[config.mk]
export PLATFORM = sky130hd
export DESIGN_NAME = fetch_stage
export DESIGN_NICKNAME = d
export VERILOG_FILES = /design/src/rtl/fetch_stage.sv
export SDC_FILE = /design/constraint.sdc
export NUM_CORES = 1
export LEC_CHECK = 0
export ABC_CLOCK_PERIOD_IN_PS = 7550
export BUFFER_PORTS_ARGS = -buffer_cell sky130_fd_sc_hd__buf_2
export CAP_MARGIN = 15
export CORE_UTILIZATION = 30
export DETAILED_ROUTE_END_ITERATION = 6
export GPL_TIMING_DRIVEN = 0
export HOLD_SLACK_MARGIN = 0.05
export SLEW_MARGIN = 20
export SYNTH_ARGS = -nofsm -noshare
export SYNTH_HDL_FRONTEND = slang
export SYNTH_SLANG_ARGS = --single-unit
export TNS_END_PERCENT = 30
[constraint.sdc]
create_clock -name clk -period 7.55 [get_ports clk]
set_input_delay 1.51 -clock clk [delete_from_list [all_inputs] [get_ports clk]]
set_output_delay 1.51 -clock clk [all_outputs]
set_load 0.02 [all_outputs]
[src/rtl/fetch_stage.sv]
// Instruction fetch stage: drives a single-outstanding-request instruction memory
// and loads the IF/DE pipeline register, with a one-entry skid buffer for stalls.
module fetch_stage #(
    parameter logic [31:0] RESET_PC = 32'h0000_0000
) (
    input  logic        clk,
    input  logic        rst,
    input  logic        eden_hazard,
    input  logic        br_taken_ex,
    input  logic [31:0] br_target_ex,
    output logic        imem_req,
    output logic [31:0] imem_addr,
    input  logic [31:0] imem_rdata,
    input  logic        imem_rvalid,
    output logic [31:0] instr_de,
    output logic [31:0] pc_de,
    output logic [31:0] pcplus4_de,
    output logic        valid_de
);

    localparam logic [31:0] NOP = 32'h0000_0013;

    typedef enum logic [1:0] {
        S_REQ,
        S_WAIT,
        S_HELD,
        S_DROP
    } state_t;

    state_t      state_reg, state_next;
    logic [31:0] pc_reg, pc_next;
    logic [31:0] skid_instr_reg, skid_instr_next;
    logic [31:0] skid_pc_reg, skid_pc_next;
    logic [31:0] instr_reg, instr_next;
    logic [31:0] pc_de_reg, pc_de_next;
    logic [31:0] pcplus4_reg, pcplus4_next;
    logic        valid_reg, valid_next;
    logic [31:0] target_aligned;

    assign target_aligned = br_target_ex & ~32'h0000_0003;

    always_ff @(posedge clk or posedge rst) begin
        if (rst) begin
            state_reg      <= S_REQ;
            pc_reg         <= RESET_PC;
            skid_instr_reg <= 32'h0;
            skid_pc_reg    <= 32'h0;
            instr_reg      <= NOP;
            pc_de_reg      <= 32'h0;
            pcplus4_reg    <= 32'h0;
            valid_reg      <= 1'b0;
        end else begin
            state_reg      <= state_next;
            pc_reg         <= pc_next;
            skid_instr_reg <= skid_instr_next;
            skid_pc_reg    <= skid_pc_next;
            instr_reg      <= instr_next;
            pc_de_reg      <= pc_de_next;
            pcplus4_reg    <= pcplus4_next;
            valid_reg      <= valid_next;
        end
    end

    always_comb begin
        state_next      = state_reg;
        pc_next         = pc_reg;
        skid_instr_next = skid_instr_reg;
        skid_pc_next    = skid_pc_reg;
        instr_next      = instr_reg;
        pc_de_next      = pc_de_reg;
        pcplus4_next    = pcplus4_reg;
        // A stall freezes the IF/DE register; otherwise it becomes a bubble unless loaded below.
        valid_next      = eden_hazard ? valid_reg : 1'b0;

        case (state_reg)
            S_REQ: state_next = S_WAIT;
            S_WAIT: begin
                if (imem_rvalid) begin
                    if (!eden_hazard) begin
                        instr_next   = imem_rdata;
                        pc_de_next   = pc_reg;
                        pcplus4_next = pc_reg + 32'd4;
                        valid_next   = 1'b1;
                        pc_next      = pc_reg + 32'd4;
                        state_next   = S_REQ;
                    end else begin
                        skid_instr_next = imem_rdata;
                        skid_pc_next    = pc_reg;
                        state_next      = S_HELD;
                    end
                end
            end
            S_HELD: begin
                if (!eden_hazard) begin
                    instr_next   = skid_instr_reg;
                    pc_de_next   = skid_pc_reg;
                    pcplus4_next = skid_pc_reg + 32'd4;
                    valid_next   = 1'b1;
                    pc_next      = pc_reg + 32'd4;
                    state_next   = S_REQ;
                end
            end
            S_DROP: begin
                if (imem_rvalid) begin
                    state_next = S_REQ;
                end
            end
            default: state_next = S_REQ;
        endcase

        if (br_taken_ex) begin
            instr_next      = instr_reg;
            pc_de_next      = pc_de_reg;
            pcplus4_next    = pcplus4_reg;
            valid_next      = 1'b0;
            pc_next         = target_aligned;
            skid_instr_next = 32'h0;
            skid_pc_next    = 32'h0;
            // Only a request still in flight needs its response drained in DROP; a response
            // arriving in the redirect cycle (WAIT or DROP) completes it, so fetch restarts.
            case (state_reg)
                S_REQ:   state_next = S_DROP;
                S_WAIT:  state_next = imem_rvalid ? S_REQ : S_DROP;
                S_HELD:  state_next = S_REQ;
                S_DROP:  state_next = imem_rvalid ? S_REQ : S_DROP;
                default: state_next = S_REQ;
            endcase
        end
    end

    assign imem_req   = (state_reg == S_REQ);
    assign imem_addr  = pc_reg;
    assign instr_de   = instr_reg;
    assign pc_de      = pc_de_reg;
    assign pcplus4_de = pcplus4_reg;
    assign valid_de   = valid_reg;

endmodule

==> key figures <==
Run status
  – Status: completed

Clock tree
  – Clock Tree Buf Depth: 2
  – TritonCTS clock tree: done
  – Worst skew pair latency: 0.44 ns
  – Root Driver: clkbuf_16
  – CTS HTree Levels: 4
  – CTS sink count: between 150 and 200
  – Setup Buffers After CTS: 0
  – Clock Pin Slew Worst Setup and Hold Paths: ~0.070 ns
  – Hold buffer count at CTS: 0
  – TritonCTS Buffers: 17
  – Post-CTS sizing: 0

Die
  – Num ports: between 150 and 200
  – Initial Util: 0.3044
  – Die Wd: 183.5 um
  – Die area: about 34000 um2
  – Core box area: 32450 um2
  – Core Rows: 66
  – Chip height: 183.5 um

Timing
  – Count of final max-slew check failures: 0
  – Post-layout minimum cycle time: 3.346 ns
  – Worst setup margin: ~4.2 ns
  – Sum of negative setup slack: 0 ns
  – RSZ-0062 raised after global routing: no
  – Final period util: 0.4431
  – Worst slew pin tran: 0.9287 ns
  – Setup-failing EPs final: 0
  – Hold Fails Final Rpt: 0
  – Max Fclk: 298.9 MHz
  – Rel. slew slack: 0.3809
  – Worst hold slack: between 0.4 and 0.5 ns
  – Clock Skews: 0.01992 ns

Setup path
  – Critical Path Max Stage Delay: approximately 0.47 ns
  – Reg2reg setup slack: 4.61 ns
  – Cell family with most CP delay: buffers and inverters
  – Buf+Inv Stages, Crit Path: 3
  – Crit end category: flop
  – WS Path Type: input port to flop
  – Critical path fanouts, max: 10
  – Reg2reg end: pc_de[2]
  – Crit-path cells: clkbuf_1 > nor2b_1 > o22ai_1 > nand3b_1 > buf_6 > clkbuf_8 > a211oi_1 > a21oi_1
  – Worst r2r src: state_reg[1]
  – WP data required: 7.85 ns
  – CP max stage cell: nand3b_1
  – Setup crit start kind: input port
  – WP data arrival: 3.64 ns
  – Worst Reg-to-Reg Cells: 10

Power
  – Leakage Power: 5.382 nW
  – Sw Ratio: 0.4281
  – Max VDD drop: 172.6 uV
  – Power per cell area: 325.9 nW/um2
  – Gate power share: 0.412
  – P_sw: 1.677 mW
  – Pint: 2.240 mW
  – Clock Power Share: 0.225
  – Share of power burned in registers: 0.363
  – Total Power: 3.916 mW

Worst hold path
  – Hold crit path type: flop to flop
  – Hold Crit Start: pc_de[20]
  – Hold worst-path end: pc_de[20]
  – Hold depth: 2

Route
  – Vias/cell: 4.823
  – DRC violations left: 0
  – Initial drt markers: 502
  – DRT Pass-1 Iters: 5
  – Vias: around 8500
  – WL final: 31570 um
  – DR WL/cell: 18.02 um
  – Post-route ant nets: 0

Placement
  – I/O Buffers: between 150 and 200
  – Post-DP HPWL: about 23000 um
  – Worst slack, placed: 3.776 ns
  – DP Area: 11460 um2
  – RePlAce Congestion: 0.8491

Cells and area
  – Fillcell total: 3359
  – Post-layout net count: 1371
  – Area of the multi-input gates: 4572 um2
  – Register Area: about 4700 um2
  – Post-route cell area: 12020 um2
  – Share of cells above drive strength 1: 0.2164
  – Area Overhead vs Synth: 21.65%

Global route
  – Global route total overflow: 0
  – First-pass GRT wire length: between 40000 and 50000 um
  – Largest net degree at the start of global routing: 79
  – Initial antenna violation count: 3
  – Number of global-route vias before repair: 8481
  – GRT Overall Usage: 0.1928

Synthesis
  – #FFs+latches synth: roughly 190
  – Post-Syn Area: 9878 um2
  – Dominant synthesized flop cell: dfrtp_1
  – Post-synth EDFFs: 0
  – Post-synthesis cell type count: between 50 and 60
  – Seq/Total Area, Yosys: 0.4792
  – Asr flop ratio synth: 1.000
  – Synth warnings: 0
  – Synthesized area per cell: 9.138 um2
  – Post-synthesis cell count: 1081

Flow run
  – MaxCap Viol Count: 0
-- placed cells by master (no fill, tap or decap), types with 12 or more instances in the layout --
cell,n
nand2_1,279
clkbuf_1,61
a21oi_1,71
nand3_1,19
dfrtp_1,186
nor3_1,14
o21ai_0,112
xor2_1,54
buf_2,202
nor2_1,30
nand4_1,23
o21ai_1,12
clkbuf_16,17
xnor2_1,31
mux2i_1,76
-- synthesized netlist by cell type (2+ instances only) --
| cell type | instances | area, um2 |
|---|---|---|
| nand2_1 | 279 | 1047 |
| dfrtp_1 | 186 | 4654 |
| o21ai_0 | 112 | 560.5 |
| mux2i_1 | 76 | 760.7 |
| a21oi_1 | 71 | 355.3 |
| clkbuf_1 | 59 | 221.5 |
| xor2_1 | 54 | 473.0 |
| xnor2_1 | 31 | 271.5 |
| nor2_1 | 30 | 112.6 |
| nand4_1 | 23 | 143.9 |
| nand3_1 | 19 | 95.09 |
| nor3_1 | 14 | 70.07 |
| o21ai_1 | 12 | 60.06 |
| buf_6 | 11 | 123.9 |
| buf_2 | 10 | 50.05 |
| buf_4 | 10 | 75.07 |
| and4_1 | 7 | 61.31 |
| ha_1 | 7 | 87.58 |
| inv_1 | 7 | 26.28 |
| nor4_1 | 5 | 31.28 |
| a22oi_1 | 4 | 30.03 |
| and3_1 | 4 | 25.02 |
| clkbuf_8 | 4 | 55.05 |
| and2_1 | 3 | 18.77 |
| dfstp_2 | 3 | 78.83 |
| mux2_2 | 3 | 33.78 |
| or2_2 | 3 | 18.77 |
| a211oi_1 | 2 | 15.01 |
| a221o_1 | 2 | 20.02 |
| clkbuf_2 | 2 | 10.01 |
| nor2b_1 | 2 | 12.51 |
| nor3b_1 | 2 | 15.01 |
| nor4_4 | 2 | 42.54 |
| nor4b_1 | 2 | 17.52 |
-- routing by layer --
layer	GRT usage	share of wire	vias up
met5	0	0.00082	-
met2	0.3132	0.47	241
li1	-	-	4070
met3	0.05705	0.073	30
met4	0.05467	0.016	4
met1	0.2475	0.44	4105
-- worst min-delay path: cells and delay by family, from the launching register on --
| kind | cells | cell delay (ns) |
|---|---|---|
| AOI/OAI and AO/OA | 1 | 0.05 |
| and+or+nand+nor | 1 | 0.04 |
| DFF | 1 | 0.34 |
-- cells by family after synthesis --
logic type	synth area share
multiplexers	0.08043
XOR/XNOR	0.07536
adder cells (fa/ha/maj)	0.008866
flip-flops	0.4792
buffers and inverters	0.05839
AND/OR/NAND/NOR	0.1883
AO/OA/AOI/OAI	0.1091
other	0.0003796
-- power groups by stage --
stage          Combinational, mW  Clock [mW]  Sequential [mW]
3_3_place_gp                1.61           0             1.43
4_1_cts                     1.64       0.906             1.42
5_1_grt                     1.77       0.944             1.46
6_report                    1.61       0.882             1.42
2_1_floorplan              0.780           0             1.68
3_5_place_dp                1.64           0             1.44
-- metrics by stage --
stage                 util  instances
CTS                 0.3701       1750
global placement    0.3511       1716
detailed placement  0.3531       1718
finish              0.3703       1752
floorplan                -       1082
global route        0.3701       1750
-- how the worst max path moves through the flow --
| stage | start | endpoint | slack [ns] | depth (start not counted) |
|---|---|---|---|---|
| final | imem_rvalid | pc_de[2] | 4.20 | 8 |
| after global routing | imem_rvalid | pc_de[2] | 4.11 | 8 |
| after CTS | imem_rvalid | pc_de[2] | 4.24 | 8 |
| after detailed placement | imem_rvalid | pc_de[2] | 3.78 | 8 |
| after global placement | rst | imem_addr[16] | -1.57 | 2 |
| after floorplan | rst | imem_addr[10] | 0.90 | 1 |
-- final cells by class --
class	instances	area share
inverter	7	0.002811
clock buffer	20	0.03717
buffer	97	0.04581
timing repair buffer	194	0.08455
multi-input combinational	789	0.3805
tap	442	0.04602
sequential	189	0.3939
antenna	2	0.0004165
clock inverter	12	0.008850
(Power assumes the default switching activity.)
